--- config.mk ---
export PLATFORM = sky130hd
export DESIGN_NAME = if_fetch_unit_flat
export DESIGN_NICKNAME = d
export VERILOG_FILES = /design/src/rtl/if_fetch_unit_if.sv /design/src/rtl/if_fetch_unit.sv /design/src/flat_wrapper.sv
export SDC_FILE = /design/constraint.sdc
export NUM_CORES = 1
export LEC_CHECK = 0
export BUFFER_PORTS_ARGS = -buffer_cell sky130_fd_sc_hd__buf_2
export CORE_ASPECT_RATIO = 0.5
export CORE_MARGIN = 2
export CORE_UTILIZATION = 58
export DETAILED_ROUTE_END_ITERATION = 8
export GPL_ROUTABILITY_DRIVEN = 0
export PLACE_DENSITY = 0.85
export SETUP_SLACK_MARGIN = 0.3
export SYNTH_ARGS = -nofsm -noshare
export SYNTH_HDL_FRONTEND = slang
export SYNTH_SLANG_ARGS = --single-unit
--- constraint.sdc ---
create_clock -name clk -period 3.3 [get_ports clk]
set_clock_uncertainty 0.2 [all_clocks]
set_input_delay 0.66 -clock clk [delete_from_list [all_inputs] [get_ports clk]]
set_output_delay 0.66 -clock clk [all_outputs]
set_load 0.05 [all_outputs]
--- src/rtl/if_fetch_unit_if.sv ---
// Fetch-stage bundle: program-memory port, redirect input and IF/ID valid/ready handshake.
// master = fetch unit side, slave = memory/decode/branch-resolution side.
interface if_fetch_unit_if #(
  parameter int unsigned FIFO_DEPTH = 4
) ();
  localparam int unsigned CNT_W = $clog2(FIFO_DEPTH) + 1;

  logic             imem_req_o;
  logic [31:0]      imem_addr_o;
  logic [31:0]      imem_data_i;
  logic             redirect_i;
  logic [31:0]      redirect_pc_i;
  logic             id_ready_i;
  logic             if_valid_o;
  logic [31:0]      instruction_o;
  logic [31:0]      pc_plus_4_o;
  logic [CNT_W-1:0] fifo_count_o;

  modport master (
    output imem_req_o, imem_addr_o, if_valid_o, instruction_o, pc_plus_4_o, fifo_count_o,
    input  imem_data_i, redirect_i, redirect_pc_i, id_ready_i
  );

  modport slave (
    input  imem_req_o, imem_addr_o, if_valid_o, instruction_o, pc_plus_4_o, fifo_count_o,
    output imem_data_i, redirect_i, redirect_pc_i, id_ready_i
  );
endinterface

--- src/rtl/if_fetch_unit.sv ---
// MIPS instruction-fetch stage: PC, 1-cycle program-memory reads, prefetch FIFO, redirect/stall.
// Define FETCH_BYPASS_EN to present a returning word directly when the FIFO is empty.
module if_fetch_unit #(
  parameter logic [31:0] RESET_PC   = 32'h0040_0000,
  parameter int unsigned FIFO_DEPTH = 4
) (
  input  logic            clk,
  input  logic            reset,
  if_fetch_unit_if.master bus
);
  localparam int unsigned CNT_W = $clog2(FIFO_DEPTH) + 1;
  localparam int unsigned PTR_W = $clog2(FIFO_DEPTH);

  typedef struct packed {
    logic [31:0] instr;
    logic [31:0] pc4;
  } entry_t;

  entry_t           mem [FIFO_DEPTH];
  logic [PTR_W-1:0] rd_ptr;
  logic [PTR_W-1:0] wr_ptr;
  logic [CNT_W-1:0] count;
  logic [31:0]      pc;
  logic [31:0]      tag;
  logic             inflight;

  logic   issue_c;
  logic   head_vld_c;
  logic   bypass_c;
  logic   out_vld_c;
  logic   push_c;
  logic   pop_c;
  entry_t head_c;

  // A memory slot is reserved at issue time, so the FIFO can never overflow on return.
  always_comb begin
    head_vld_c = (count != '0);
    bypass_c   = 1'b0;
`ifdef FETCH_BYPASS_EN
    bypass_c   = !head_vld_c && inflight && !bus.redirect_i;
`endif
    out_vld_c  = (head_vld_c || bypass_c) && !bus.redirect_i;
    issue_c    = reset && !bus.redirect_i &&
                 ((count + CNT_W'(inflight)) < CNT_W'(FIFO_DEPTH));
    pop_c      = head_vld_c && out_vld_c && bus.id_ready_i;
    push_c     = inflight && !bus.redirect_i && !(bypass_c && bus.id_ready_i);
    head_c     = '0;
    if (head_vld_c) begin
      head_c = mem[rd_ptr];
    end else if (bypass_c) begin
      head_c = '{instr: bus.imem_data_i, pc4: tag};
    end
  end

  assign bus.imem_req_o    = issue_c;
  assign bus.imem_addr_o   = pc;
  assign bus.if_valid_o    = out_vld_c;
  assign bus.instruction_o = head_c.instr;
  assign bus.pc_plus_4_o   = head_c.pc4;
  assign bus.fifo_count_o  = count;

  // PC, in-flight tracking and FIFO pointers; redirect wins over everything but reset.
  always_ff @(posedge clk or negedge reset) begin
    if (!reset) begin
      pc       <= RESET_PC;
      tag      <= '0;
      inflight <= 1'b0;
      rd_ptr   <= '0;
      wr_ptr   <= '0;
      count    <= '0;
    end else if (bus.redirect_i) begin
      pc       <= bus.redirect_pc_i & ~32'h3;
      inflight <= 1'b0;
      rd_ptr   <= '0;
      wr_ptr   <= '0;
      count    <= '0;
    end else begin
      inflight <= issue_c;
      if (issue_c) begin
        pc  <= pc + 32'd4;
        tag <= pc + 32'd4;
      end
      if (push_c) wr_ptr <= wr_ptr + PTR_W'(1);
      if (pop_c)  rd_ptr <= rd_ptr + PTR_W'(1);
      case ({push_c, pop_c})
        2'b10:   count <= count + CNT_W'(1);
        2'b01:   count <= count - CNT_W'(1);
        default: count <= count;
      endcase
    end
  end

  // Storage needs no reset: entries are only read while count says they are valid.
  always_ff @(posedge clk) begin
    if (push_c) begin
      mem[wr_ptr] <= '{instr: bus.imem_data_i, pc4: tag};
    end
  end
endmodule
--- src/flat_wrapper.sv ---
// flat-port wrapper written by rule: the top's interface ports become plain ports
module if_fetch_unit_flat 
#(
  parameter logic [31:0] RESET_PC   = 32'h0040_0000,
  parameter int unsigned FIFO_DEPTH = 4
)
  (clk, reset, bus_imem_req_o, bus_imem_addr_o, bus_if_valid_o, bus_instruction_o, bus_pc_plus_4_o, bus_fifo_count_o, bus_imem_data_i, bus_redirect_i, bus_redirect_pc_i, bus_id_ready_i);
  if_fetch_unit_if #(.FIFO_DEPTH(FIFO_DEPTH)) bus_i ();
  input  logic clk;
  input  logic reset;
  output wire logic [$bits(bus_i.imem_req_o)-1:0] bus_imem_req_o;
  output wire logic [$bits(bus_i.imem_addr_o)-1:0] bus_imem_addr_o;
  output wire logic [$bits(bus_i.if_valid_o)-1:0] bus_if_valid_o;
  output wire logic [$bits(bus_i.instruction_o)-1:0] bus_instruction_o;
  output wire logic [$bits(bus_i.pc_plus_4_o)-1:0] bus_pc_plus_4_o;
  output wire logic [$bits(bus_i.fifo_count_o)-1:0] bus_fifo_count_o;
  input wire logic [$bits(bus_i.imem_data_i)-1:0] bus_imem_data_i;
  input wire logic [$bits(bus_i.redirect_i)-1:0] bus_redirect_i;
  input wire logic [$bits(bus_i.redirect_pc_i)-1:0] bus_redirect_pc_i;
  input wire logic [$bits(bus_i.id_ready_i)-1:0] bus_id_ready_i;
  assign bus_imem_req_o = bus_i.imem_req_o;
  assign bus_imem_addr_o = bus_i.imem_addr_o;
  assign bus_if_valid_o = bus_i.if_valid_o;
  assign bus_instruction_o = bus_i.instruction_o;
  assign bus_pc_plus_4_o = bus_i.pc_plus_4_o;
  assign bus_fifo_count_o = bus_i.fifo_count_o;
  assign bus_i.imem_data_i = bus_imem_data_i;
  assign bus_i.redirect_i = bus_redirect_i;
  assign bus_i.redirect_pc_i = bus_redirect_pc_i;
  assign bus_i.id_ready_i = bus_id_ready_i;
  if_fetch_unit #(.RESET_PC(RESET_PC), .FIFO_DEPTH(FIFO_DEPTH)) u_core (.clk(clk), .reset(reset), .bus(bus_i));
endmodule
# Yosys cells after proc, flatten, opt, wreduce, memory -nomap -nowiden
# Memory sizes are Yosys's and may differ from the RTL's.
# Cells that the tools add are included.
[word_totals]
regBits = 72
ram_bits = 256
inputBits = 68
output_inout_bits = 101
wordCells = 42
memories = 1
[op_classes]
n_addsub = 6
order_cmp = 1
n_eq_ne = 2
muxes = 12
n_bitwise = 1
reduce_logical = 13
[memory_table]
columns = ["memory", "depth", "word_bits", "rd", "rd_ports_with_merged_regs", "write_ports", "line", "rtl"]
rows = [
  ["u_core.mem", 4, 64, 1, 0, 1, "if_fetch_unit.sv:19", "entry_t mem [FIFO_DEPTH];"],
]
[ops]
columns = ["cell", "n"]
rows = [
  ["$mux 32", 2],
  ["$mux 64", 1],
  ["$add 32x3->32 const B", 1],
  ["$mux 2", 4],
  ["$logic_and 1x1->1", 6],
  ["$pmux 3 s2", 1],
  ["$reduce_bool 2->1", 3],
  ["$reduce_bool 3->1", 2],
  ["$add 2x1->2 const B", 2],
  ["$add 3x1->3", 1],
  ["$add 3x1->3 const B", 1],
  ["$lt 3x3->1 const B", 1],
  ["$mux 1", 3],
  ["$mux 3", 1],
  ["$sub 3x1->3 const B", 1],
  ["$eq 2x1->1 const B", 1],
  ["$eq 2x2->1 const B", 1],
  ["$reduce_and 2->1", 1],
  ["$logic_not 1->1", 1],
  ["$not 1->1", 1],
]

# Logic depth before layout (Yosys ltp)
# Gate-level depths: netlist of the first run.
[logic_depth]
ltp_word = 7
mapped_depth = 8
mapped_depth_nobuf = 6

# Worst setup path after synthesis of the first run
# Ideal clock, no wire load.
[synth_timing]
kind = "input-to-reg"
startpoint = "input port bus_redirect_i"
endpoint = "memory u_core.mem[0][10] in the netlist's numbering (enable)"
setup_ns = 0.427
arrival_time_ns = 2.490
t_required_ns = 2.673
slack_ns = 0.184
stages = 3
path_buffers = 1
path_cell_list = "clkbuf_1 -> nor2b_1 -> and2_1"
[synth_via]
elab_chain_cells = 4
[synth_rtl]
columns = ["item", "line", "rtl"]
rows = [
  ["start: declaration", "flat_wrapper.sv:18", "input wire logic [$bits(bus_i.redirect_i)-1:0] bus_redirect_i;"],
  ["$logic_not 1->1", "if_fetch_unit.sv:46", "push_c = inflight && !bus.redirect_i && !(bypass_c && bus.id_ready_i);"],
  ["$logic_and 1x1->1", "if_fetch_unit.sv:46", ""],
  ["$mux 1", "if_fetch_unit.sv:95", "if (push_c) begin"],
  ["$mux 1 (not written as such)", "if_fetch_unit.sv:96", "mem[wr_ptr] <= '{instr: bus.imem_data_i, pc4: tag};"],
  ["end: declaration", "if_fetch_unit.sv:19", ""],
]
# Every way passes these cells.

# Worst setup path after layout of the first run
[layout_timing]
startpoint = "register u_core.rd_ptr[0]"
endpoint = "output port bus_instruction_o[3]"
[layout_via]
elab_chain_cells = 2
[layout_rtl]
columns = ["item", "line", "rtl"]
rows = [
  ["start: declaration", "if_fetch_unit.sv:20", "logic [PTR_W-1:0] rd_ptr;"],
  ["start signal: assignment", "if_fetch_unit.sv:84", "if (pop_c) rd_ptr <= rd_ptr + PTR_W'(1);"],
  ["$mem_v2 4x64", "-", ""],
  ["$mux 64", "if_fetch_unit.sv:48", "if (head_vld_c) begin"],
  ["end: declaration", "flat_wrapper.sv:14", "output wire logic [$bits(bus_i.instruction_o)-1:0] bus_instruction_o;"],
]
# Every way passes these cells.

==> impl_metrics.tcl, run 1 <==
set metrics [dict create \
    status "finished clean" \
    wirelength_um 28100 \
    grt_pass1_vias 7429 \
    rsz0062_at_grt "yes" \
    grt_usage_pct 22.9 \
    crit_chain "buf_12 -> buf_12 -> mux4_2 -> and2_1 -> buf_2" \
    worstRegToRegCells 5 \
    total_power_mw 10.9 \
    placed_area_sq_um 14300 \
    cp.depth 5 \
    postRouteAntennaNets 0 \
    first_pass_iters 5 \
    syn_avg_cell_area_sq_um 16.2 \
    fin_area_sq_um 15500 \
    fin_crit_ns 3.08 \
    route.vias.total 7473 \
    viasPerCell 5.75 \
    grt_first_pass_wirelength_um 41400 \
    die_x_um 216 \
    m1WireLength_um 12200 \
    relSlewSlack_pct 43.7 \
    floorplan.initialDensity_pct 59.8 \
    tightestPinTransition_ns 0.845 \
    wl_per_cell_um 21.6 \
    drc 0 \
    yosysUniqueCellTypes 41 \
    synth_cells 806 \
    overflow 0 \
    clk_pin_slew_ns 0.07 \
    hpwl_um 15800 \
    fin_cells 1300 \
    met2_length_um 13600 \
    cts_sinks 316 \
    areaGrowthSynthToFinish_pct 18.8 \
    holdWs_ns 0.115 \
    htree_num_levels 1 \
    core_sq_um 21900 \
    cp_max_fo 13 \
    rrSetupSlack_ns 0.76 \
    dp_cells 1236 \
    fmax_mhz 324 \
    critPathTopFamily "buffers and inverters" \
    yosys_warnings 0 \
    fillCellCount 1366 \
    yosysSeqAreaShare_pct 70.0 \
    end_kind "output port" \
    drive_gt1_share_pct 32.3 \
    path_class "reg2out" \
    io_pins 169 \
    crit_start "u_core.rd_ptr[0]$_DFFE_PN0P_" \
    top_layer_used "met5" \
    worstSetupStartpointType "flop" \
    final_max_slew_viol_count 0 \
    diodes 0 \
    drt_iter0_markers 774 \
    cp_common_cell "buf_12" \
    port_buffers 162 \
    utilization_pct 71.0 \
    hold_path.class "in2async" \
    synth_area_sq_um 13100 \
    p_per_area_nw_per_um2 703 \
    fin_ws_ns 0.215 \
    rows 38 \
    ir_drop_v 0.000364 \
    cts_root_buf "clkbuf_16" \
    die_h_um 110 \
    ctsHoldBuffers 0 \
    rr_startpoint "u_core.bus.imem_addr_o[11]$_DFFE_PN0N_" \
    pre_cts_ws_ns 0.600 \
    nets 1054 \
    cts_made_buffers 28 \
    synth.ff_latch_count 316 \
    antenna_found_initial 1 \
    die-area_sq_um 23800 \
    worstPathRequired_ns 2.44 \
    maxCapViolations 0 \
    worstPathArrival_ns 2.22 \
    finalSetupTns_ns 0 \
    r2r_end "u_core.bus.imem_addr_o[19]$_DFFE_PN0N_" \
    cp_num_buf_inv 3 \
    setup_viol 0 \
    wl_met3_um 1840 \
    tritoncts "yes" \
    cts_buffer_depth 3 \
    max_stage_delay_ns 0.52 \
    hold_viol 0 \
    power.leakage_nw 5.64 \
    grt_max_degree 69 \
    clock_latency_ns 0.54 \
    finalCritPeriodShare_pct 93.5 \
    crit_slowest_cell "mux4_2" \
]
layout by cell type, fill, tap and decap left out, types with 3 or more instances in the layout:
master     count
a31oi_1        3
and2_1        52
and2_2         4
and2_4        13
and3_1         6
buf_12         8
buf_2        117
buf_4         44
buf_6         14
clkbuf_1      12
clkbuf_16     32
clkinv_2       3
conb_1         4
dfrtp_1       62
dfrtp_2        4
edfxtp_1     248
ha_1           5
inv_1          9
mux2i_1        5
mux4_2        62
nand2_1       74
nand3_1       24
nand4_1       15
nor2_1        16
nor3_1         9
nor4_1         4
o21ai_0       54
o21ai_1        5
xnor2_1       20
xor2_1        39
repair_timing:
action	in CTS	in global routing
pin swaps	0	0
resized for setup	41	54
cloned	1	3
hold endpoints to repair	0	0
setup buffers	6	4
setup endpoints to repair	63	63
logic make-up (layout without fill, tap and decap cells):
| group | count (synthesis) | after routing | share of synthesized area (%) |
|---|---|---|---|
| flops | 316 | 316 | 70.0 |
| compound gates | 64 | 64 | 2.53 |
| fa+ha+maj | 6 | 6 | 0.632 |
| other cells | 1 | 4 | 0.0287 |
| simple gates | 232 | 232 | 9.57 |
| mux | 69 | 69 | 11.2 |
| xor+xnor | 59 | 59 | 3.95 |
| buf+inv | 59 | 250 | 2.04 |
synthesized netlist by cell type (all sizes together):
cell type,instances,area (sq um)
nor2,16,60.1
nor2b,2,12.5
ha,5,62.6
xnor2,20,175
inv,9,33.8
fa,1,20.0
nand2b,2,12.5
mux2,2,22.5
nand3,25,130
and3,6,37.5
and2,69,432
dfrtp,67,1680
buf,22,126
a211oi,1,7.51
nor4,7,80.1
a31oi,3,18.8
xor2,39,342
a32oi,1,8.76
mux4,62,1400
conb,1,3.75
or2,1,6.26
nand4,17,128
dfstp,1,26.3
clkbuf,28,106
edfxtp,248,7450
nand2,75,289
o21ai,59,295
or3,3,18.8
mux2i,5,50.1
nor3,9,45.0
routing by layer:
layer,up-vias,GRT usage [%]
met2,289,37.0
met4,2,4.75
met5,-,0
met3,38,3.62
met1,3777,33.9
li1,3367,-
state kept, by name, indices dropped and copies added, names as in the netlist:
register,cells
u_core.wr_ptr,2
u_core.tag,30
u_core.bus.fifo_count_o,3
u_core.mem,248
u_core.bus.imem_addr_o,30
u_core.rd_ptr,2
u_core.inflight,1
final cells by class:
class / instances / area [sq um] / area share [%]
sequential: 316 / 9160 / 59.0
clock buffer: 44 / 806 / 5.19
clock inverter: 6 / 31.3 / 0.201
tap: 300 / 375 / 2.42
timing repair buffer: 191 / 1420 / 9.14
multi-input combinational: 434 / 3710 / 23.9
inverter: 9 / 33.8 / 0.218
worst max-delay path by stage:
stage | endpoint | slack [ns]
6_report | bus_instruction_o[3] | 0.22
5_1_grt | bus_instruction_o[17] | 0.16
4_1_cts | bus_pc_plus_4_o[2] | 0.20
3_5_place_dp | bus_instruction_o[27] | 0.60
3_3_place_gp | bus_pc_plus_4_o[12] | 0.61
2_1_floorplan | bus_imem_req_o | 0.51
where the power goes:
| group | leakage [nW] | switching (mW) | internal, mW | total, mW |
|---|---|---|---|---|
| sequential | 3.09 | 0.281 | 4.62 | 4.90 |
| combinational | 2.14 | 1.88 | 1.10 | 2.98 |
| clock | 0.410 | 1.36 | 1.67 | 3.03 |
Note: power is estimated with default switching activity, not from simulation.
==> run 2: changes to the inputs <==
--- a/config.mk
+++ b/config.mk
@@ -8,11 +8,12 @@
 export BUFFER_PORTS_ARGS = -buffer_cell sky130_fd_sc_hd__buf_2
 export CORE_ASPECT_RATIO = 0.5
 export CORE_MARGIN = 2
-export CORE_UTILIZATION = 58
+export CORE_UTILIZATION = 33
+export CTS_CLUSTER_DIAMETER = 50
 export DETAILED_ROUTE_END_ITERATION = 8
 export GPL_ROUTABILITY_DRIVEN = 0
-export PLACE_DENSITY = 0.85
-export SETUP_SLACK_MARGIN = 0.3
+export PLACE_DENSITY = 0.55
+export SETUP_SLACK_MARGIN = 0.2
 export SYNTH_ARGS = -nofsm -noshare
 export SYNTH_HDL_FRONTEND = slang
 export SYNTH_SLANG_ARGS = --single-unit
==> impl_metrics.tcl, run 2 (same netlist as run 1, synthesis figures left out) <==
set metrics [dict create \
    status "finished clean" \
    largest_reg_flops 248 \
    grt_pass1_vias 7499 \
    finalCritPeriodShare_pct 93.1 \
    end_kind "output port" \
    cts_sinks 316 \
    cts_made_buffers 34 \
    fin_area_sq_um 16000 \
    rows 51 \
    fin_crit_ns 3.07 \
    fmax_mhz 325 \
    grt_usage_pct 13.8 \
    die_h_um 145 \
    r2r_end "u_core.bus.imem_addr_o[31]$_DFFE_PN0N_" \
    die_x_um 285 \
    clock_latency_ns 0.50 \
    first_pass_iters 4 \
    maxCapViolations 0 \
    placed_area_sq_um 14600 \
    setup_viol 0 \
    postRouteAntennaNets 0 \
    hpwl_um 18400 \
    hold_path.class "in2reg" \
    hold_end "u_core.bus.imem_addr_o[2]$_DFFE_PN0N_" \
    io_pins 169 \
    antenna_found_initial 2 \
    cts_root_buf "clkbuf_16" \
    core_sq_um 39000 \
    drt_iter0_markers 370 \
    final_max_slew_viol_count 0 \
    pre_cts_ws_ns 0.674 \
    hold_viol 0 \
    wirelength_um 28700 \
    ir_drop_v 0.000322 \
    p_per_area_nw_per_um2 719 \
    grt_first_pass_wirelength_um 43500 \
    worstRegToRegCells 5 \
    rsz0062_at_grt "yes" \
    cts_buffer_depth 3 \
    worstPathArrival_ns 2.21 \
    route.vias.total 7200 \
    cp_max_fo 8 \
    grt_max_degree 65 \
    hold_start "bus_redirect_pc_i[2]" \
    rrSetupSlack_ns 0.94 \
    areaGrowthSynthToFinish_pct 22.3 \
    worstPathRequired_ns 2.44 \
    wl_per_cell_um 18.5 \
    nets 1066 \
    worstSetupStartpointType "flop" \
    port_buffers 162 \
    mostFrequentLayoutCells "248 x edfxtp_1, 159 x buf_2, 74 x nand2_1, 65 x dfrtp_1, 64 x and2_1" \
    die-area_sq_um 41300 \
    drc 0 \
    relSlewSlack_pct 49.9 \
    viasPerCell 4.65 \
    power.leakage_nw 5.77 \
    fin_ws_ns 0.227 \
    min_path_cells 3 \
    path_class "reg2out" \
    floorplan.initialDensity_pct 33.5 \
    clk_pin_slew_ns 0.06 \
    finalSetupTns_ns 0 \
    drive_gt1_share_pct 32.2 \
    tightestPinTransition_ns 0.752 \
    mostFrequentLayoutCell "edfxtp_1" \
    rr_startpoint "u_core.bus.imem_addr_o[15]$_DFFE_PN0N_" \
    htree_num_levels 2 \
    top_register "u_core.mem" \
    tritoncts "yes" \
    overflow 0 \
]
## run 2: area by class of cell
type                    instances  area [sq um]
fillers                      3502         23000
flip-flops and latches        316          9160
multi-input cells             434          3680
repair buffers                197          1300
clock buffers                  47           983
well taps                     530           663
clock inverters                14           165
inverters                       9          33.8
diodes                          1          2.50
## run 2: how the worst max path moves through the flow
stage	startpoint	slack, ns	end
2_1_floorplan	u_core.bus.fifo_count_o[0]$_DFFE_PN0P_	0.51	bus_imem_req_o
3_3_place_gp	u_core.rd_ptr[0]$_DFFE_PN0P_	0.68	bus_pc_plus_4_o[3]
3_5_place_dp	u_core.rd_ptr[0]$_DFFE_PN0P_	0.67	bus_pc_plus_4_o[3]
4_1_cts	u_core.rd_ptr[0]$_DFFE_PN0P_	0.16	bus_instruction_o[0]
5_1_grt	u_core.rd_ptr[0]$_DFFE_PN0P_	0.13	bus_instruction_o[0]
6_report	u_core.rd_ptr[0]$_DFFE_PN0P_	0.23	bus_instruction_o[17]
## run 2: where the power goes
part	internal, mW	switching [mW]
Sequential	4.62	0.281
Combinational	0.935	1.80
Clock	2.34	1.52
## run 2: stage by stage
step	utilization, %	hold WS (ns)	power, mW	std cells
2_1_floorplan	-	0.164	6.82	809
3_3_place_gp	37.5	0.291	7.58	1474
3_5_place_dp	37.5	0.307	7.62	1474
4_1_cts	40.6	0.138	11.6	1538
5_1_grt	41.0	0.146	12.0	1547
6_report	41.0	0.164	11.5	1548
## run 2: per-layer routing
layer | vias up | global-route usage (%) | part of all wire [%]
met3 | 35 | 2.95 | 4.2
li1 | 3400 | - | -
met4 | 2 | 3.36 | 1.5
met2 | 117 | 24.6 | 52
met5 | - | 0 | 0.045
met1 | 3646 | 17.2 | 43
## run 2: worst max-delay path, stage by stage (launching register included)
cell and delay [ns]:
dfrtp_4 0.53, buf_4 0.16, buf_12 0.12, mux4_2 0.52, and2_1 0.18, buf_2 0.20
## run 2: timing repair
| item | in CTS | in global routing |
|---|---|---|
| hold buffers | 1 | 0 |
| buffers inserted | 1 | 6 |
| hold endpoints to repair | 12 | 0 |
| cloned | 1 | 3 |
| gates resized for setup | 1 | 9 |
| endpoints found under the setup margin | 30 | 41 |
